[config.mk]
export PLATFORM = sky130hd
export DESIGN_NAME = hub75_scan_sequencer
export DESIGN_NICKNAME = d
export VERILOG_FILES = /design/src/rtl/hub75_scan_sequencer.sv
export SDC_FILE = /design/constraint.sdc
export NUM_CORES = 1
export LEC_CHECK = 0
export BUFFER_PORTS_ARGS = -buffer_cell sky130_fd_sc_hd__clkbuf_2
export CORE_ASPECT_RATIO = 0.6
export CORE_MARGIN = 3
export CORE_UTILIZATION = 55
export DETAILED_ROUTE_END_ITERATION = 12
export PLACE_DENSITY = 0.89
export SYNTH_ARGS = -nofsm -noshare
export SYNTH_HDL_FRONTEND = slang
export SYNTH_SLANG_ARGS = --single-unit
[constraint.sdc]
create_clock -name clk -period 2.2 [get_ports clk]
set_clock_uncertainty 0.1 [all_clocks]
set_input_delay 0.44 -clock clk [delete_from_list [all_inputs] [get_ports clk]]
set_output_delay 0.44 -clock clk [all_outputs]
set_load 0.05 [all_outputs]
[src/rtl/hub75_scan_sequencer.sv]
// HUB75 panel scan sequencer: fetch, shift, latch and display each row pair, then advance,
// with a tear-free front/back bank swap at frame end. Optional macro SCAN_BCM_EN adds 3 bit-planes per row.
module hub75_scan_sequencer #(
    parameter int COLS     = 32,
    parameter int ROW_BITS = 4,
    parameter int DWELL    = 27
) (
    input  logic                                 clk,
    input  logic                                 reset,
    input  logic                                 en,
    input  logic                                 swap_req,
    output logic                                 swap_ack,
    output logic                                 bank,
    output logic                                 rd_en,
    output logic [ROW_BITS-1:0]                  radr,
    output logic [((COLS > 1) ? $clog2(COLS) : 1)-1:0] col,
    output logic                                 matrixclk,
    output logic                                 LAT,
    output logic                                 BLANK,
    output logic [ROW_BITS-1:0]                  row,
    output logic                                 frame_start,
    output logic [1:0]                           plane
);

    localparam int COL_W = (COLS > 1) ? $clog2(COLS) : 1;
    localparam int CNT_W = $clog2(DWELL * 4 + 1);
    localparam logic [COL_W-1:0]    COL_LAST = COL_W'(COLS - 1);
    localparam logic [ROW_BITS-1:0] ROW_LAST = '1;

    typedef enum logic [2:0] {
        IDLE,
        FETCH,
        SHIFT,
        LATCH,
        DISPLAY,
        ADVANCE
    } state_t;

    state_t           state;
    logic [CNT_W-1:0] cnt;
    logic [CNT_W-1:0] dwell_last;

`ifdef SCAN_BCM_EN
    // Binary-weighted display time: plane n is shown for DWELL << n cycles.
    always_comb begin
        dwell_last = CNT_W'((DWELL << plane) - 1);
    end
`else
    always_comb begin
        dwell_last = CNT_W'(DWELL - 1);
    end
`endif

    always_ff @(posedge clk or posedge reset) begin
        if (reset) begin
            state       <= IDLE;
            cnt         <= '0;
            BLANK       <= 1'b1;
            LAT         <= 1'b0;
            matrixclk   <= 1'b0;
            row         <= '0;
            radr        <= '0;
            col         <= '0;
            bank        <= 1'b0;
            plane       <= 2'd0;
            rd_en       <= 1'b0;
            swap_ack    <= 1'b0;
            frame_start <= 1'b0;
        end else begin
            rd_en       <= 1'b0;
            swap_ack    <= 1'b0;
            frame_start <= 1'b0;
            LAT         <= 1'b0;
            case (state)
                IDLE: begin
                    BLANK     <= 1'b1;
                    matrixclk <= 1'b0;
                    if (en) begin
                        state       <= FETCH;
                        cnt         <= '0;
                        rd_en       <= 1'b1;
                        frame_start <= (radr == '0);
                    end
                end
                FETCH: begin
                    // Second cycle absorbs RAM latency plus the pixel register.
                    if (cnt == '0) begin
                        cnt <= CNT_W'(1);
                    end else begin
                        state     <= SHIFT;
                        cnt       <= '0;
                        col       <= '0;
                        matrixclk <= 1'b0;
                    end
                end
                SHIFT: begin
                    if (!matrixclk) begin
                        matrixclk <= 1'b1;
                    end else begin
                        matrixclk <= 1'b0;
                        if (col == COL_LAST) begin
                            col   <= '0;
                            state <= LATCH;
                            LAT   <= 1'b1;
                            row   <= radr;
                        end else begin
                            col <= col + 1'b1;
                        end
                    end
                end
                LATCH: begin
                    state <= DISPLAY;
                    BLANK <= 1'b0;
                    cnt   <= '0;
                end
                DISPLAY: begin
                    if (cnt == dwell_last) begin
                        BLANK <= 1'b1;
                        cnt   <= '0;
`ifdef SCAN_BCM_EN
                        if (plane != 2'd2) begin
                            plane <= plane + 2'd1;
                            state <= FETCH;
                            rd_en <= 1'b1;
                        end else begin
                            plane <= 2'd0;
                            state <= ADVANCE;
                            if (radr == ROW_LAST && swap_req) begin
                                bank     <= ~bank;
                                swap_ack <= 1'b1;
                            end
                        end
`else
                        state <= ADVANCE;
                        // Swap only once the last row of the frame has been shown.
                        if (radr == ROW_LAST && swap_req) begin
                            bank     <= ~bank;
                            swap_ack <= 1'b1;
                        end
`endif
                    end else begin
                        cnt <= cnt + 1'b1;
                    end
                end
                ADVANCE: begin
                    BLANK <= 1'b1;
                    radr  <= radr + 1'b1;
                    cnt   <= '0;
                    if (en) begin
                        state       <= FETCH;
                        rd_en       <= 1'b1;
                        frame_start <= (radr == ROW_LAST);
                    end else begin
                        state <= IDLE;
                    end
                end
                default: begin
                    state <= IDLE;
                    BLANK <= 1'b1;
                end
            endcase
        end
    end

endmodule
==> impl_metrics.py <==
metrics = {
    "synthesis": {
        "synthAdderAreaFrac": 0.0609,
        "synth_compound_area_frac": 0.144,
        "ys_ff_latch": 30,
        "ys_seq_area_frac": 0.469,
        "synth_top_family_by_area": "simple AND/OR/NAND/NOR gates",
        "synth_edf_count": 0,
        "synth-simple-area-share": 0.206,
        "yosys_warnings": 2,
        "async_reset_ff_frac": 1.00,
        "synthTopCellsByArea": "dfrtp_1 (45%), ha_1 (5.5%), o21ai_0 (5.0%)",
        "synth_top_area_frac": 0.453,
        "synth_xor_area_frac": 0.0328,
        "synth_common_cells": "dfrtp_1 (29), o21ai_0 (16), inv_1 (11)",
        "syn_avg_cell_area_um2": 10.2,
        "synth.distinct_cells": 41,
        "synth_largest_area_cell": "dfrtp_1",
        "synthMuxAreaShare": 0.0281,
        "synthCells": 157,
        "yosysMostFrequentCell": "dfrtp_1",
        "synth_ff_type": "dfrtp_1",
        "synth_area_mm2": 0.00160,
    },
    "clock_tree": {
        "numCtsBuffers": 5,
        "post_cts_resized": 0,
        "ctsLongestPathBuffers": 2,
        "clock-sinks": 30,
        "clk_latency_ns": 0.29,
        "cts_setup_buffers": 0,
        "hold_buffers": 0,
        "root_buffer": "clkbuf_8",
        "clk_pin_slew_ns": 0.07,
        "cts_tree": "done",
        "htreeDepth": 2,
    },
    "routing": {
        "drtIter0Drc": 102,
        "drcViolationCount": 0,
        "drt_pass1_iterations": 4,
        "vias_per_cell": 5.67,
        "routedWlPerCell_um": 14.9,
        "vias": 1264,
        "final_antenna_net_count": 0,
        "routed_wl_um": 3320,
    },
    "timing": {
        "worst_slew_pin_slew_ns": 0.497,
        "relSlewSlack": 0.665,
        "fmax_mhz": 527,
        "fin_tns_setup_ns": 0,
        "setup_violations": 0,
        "post-route-period-util": 0.863,
        "hold_violations": 0,
        "fin_crit_ns": 1.90,
        "drv_slew": 0,
        "rsz0062_at_grt": "false",
    },
    "worst_setup_path": {
        "cp_data_required_time_ns": 2.27,
        "cp-end-kind": "flop",
        "cp-start-kind": "flop",
        "path_cells": "inv_1 -> ha_1 -> and4b_1 -> a221oi_1 -> nor3_1 -> a311o_1",
        "path_class": "reg2reg",
        "cpMaxStageDelayCell": "dfrtp_1",
        "arrival_ns": 1.97,
        "slowest_delay_ns": 0.39,
        "cp_max_fo": 5,
    },
    "die": {
        "dieArea_mm2": 0.00362,
        "start_util": 0.606,
        "rows": 14,
        "die_x_um": 75.7,
        "core-area_mm2": 0.00265,
        "io-pin-count": 26,
        "die_h_um": 47.8,
    },
    "final_layout": {
        "syn2layout_area_growth_pct": 14.8,
        "n_antenna_cell": 0,
        "layout.nets": 193,
        "final_layout_size_suffix_gt1_frac": 0.246,
    },
    "grt": {
        "grt_max_degree": 31,
        "grt_pass1_wl_um": 5480,
        "antenna_found_initial": 0,
        "grt_pass1_vias": 1152,
        "overflow": 0,
        "grt_use_total": 0.210,
    },
    "placement": {
        "dp_hpwl_um": 2430,
        "port_buffers": 23,
        "routabilityCongestion": 0.910,
    },
    "power_and_ir_drop": {
        "powerDensity_mw_per_mm2": 1260,
        "cellLeakagePower_uw": 0.000899,
        "worst_ir_drop_vdd_mv": 0.735,
        "finalPower_uw": 2310,
    },
    "flow_run": {
        "maxCapViolCount": 0,
    },
    "run_status": {
        "outcome": "finished, final reports clean",
    },
    "hold_path": {
        "hold_path.class": "in2async",
    },
}
routing by layer:
metal	wire length [um]	track usage	vias to the layer above
met2	1400	0.281	59
met4	73	0.111	0
met3	255	0.0629	11
met5	0	0	-
li1	-	-	604
met1	1590	0.304	590
worst paths after layout:
| kind | start | to | slack [ns] | cells past startpoint |
|---|---|---|---|---|
| max | cnt[0] | state[0] | 0.30 | 6 |
| min | reset | LAT | 0.1 | 3 |
| max reg2reg | cnt[0] | state[0] | 0.30 | 6 |
| min reg2reg | bank | bank | 0.38 | 1 |
| max in group asynchronous | reset | BLANK | 1.59 | 3 |
| min in group clk | en | rd_en | 0.38 | 3 |
registers in the layout, summed over array words and instances (netlist names):
name,count
frame_start,1
BLANK,1
row,4
bank,1
state,3
col,5
matrixclk,1
cnt,7
swap_ack,1
rd_en,1
radr,4
LAT,1
area by class of cell:
cell class	instances	area, um2
fill	211	806
multi-input combinational	108	763
inverter	11	41.3
tap	40	50.0
sequential	30	752
timing repair buffer	26	138
clock buffer	6	82.6
clock inverter	2	12.5
logic make-up (layout without fill, tap and decap cells):
kind of cell / count (synthesis) / count (layout)
adders and majority gates: 8 / 8
AOI/OAI and AO/OA: 35 / 35
and+or+nand+nor: 53 / 53
muxes: 4 / 4
buffers and inverters: 20 / 45
DFF: 30 / 30
xor gates and xnor gates: 6 / 6
other: 1 / 2
cells in the final DEF, fill, tap and decap left out, types with 2 or more instances in the layout:
master	instances
ha_1	7
a31oi_1	4
clkbuf_2	23
conb_1	2
o21ai_0	16
nor3_4	2
and2_1	2
a21oi_1	5
nand2_1	9
mux2_2	4
xnor2_1	3
inv_1	11
nor3_1	4
dfrtp_1	29
clkbuf_8	6
a41oi_1	2
nand3_1	7
xor2_1	3
nand2b_1	5
and3_1	5
nor2_1	7
buf_4	3
nand4_1	3
nor3b_1	2
power by group:
| group | switching, uW | internal (uW) | total, uW |
|---|---|---|---|
| sequential | 194 | 680 | 874 |
| combinational | 658 | 308 | 966 |
| clock | 218 | 251 | 469 |
| total | 1070 | 1240 | 2310 |
metrics by stage:
| step | utilization | instance area [um2] | hold WS [ns] | setup slack [ns] | instances |
|---|---|---|---|---|---|
| 2_1_floorplan | - | 1610 | 0.399 | 0.179 | 158 |
| 4_1_cts | 0.695 | 1840 | 0.107 | 0.314 | 223 |
| 3_5_place_dp | 0.659 | 1740 | 0.363 | 0.320 | 215 |
| 5_1_grt | 0.695 | 1840 | 0.130 | 0.162 | 223 |
| 3_3_place_gp | 0.659 | 1740 | 0.355 | 0.406 | 215 |
| 6_report | 0.695 | 1840 | 0.0952 | 0.301 | 223 |
critical path: cells and delay by family, from the launching register on:
kind | cells | cell delay [ns]
and+or+nand+nor | 2 | 0.31
DFF | 1 | 0.39
adders and majority gates | 1 | 0.29
buffers and inverters | 1 | 0.08
AOI/OAI and AO/OA | 2 | 0.61
Note: power is estimated with default switching activity, not from simulation.
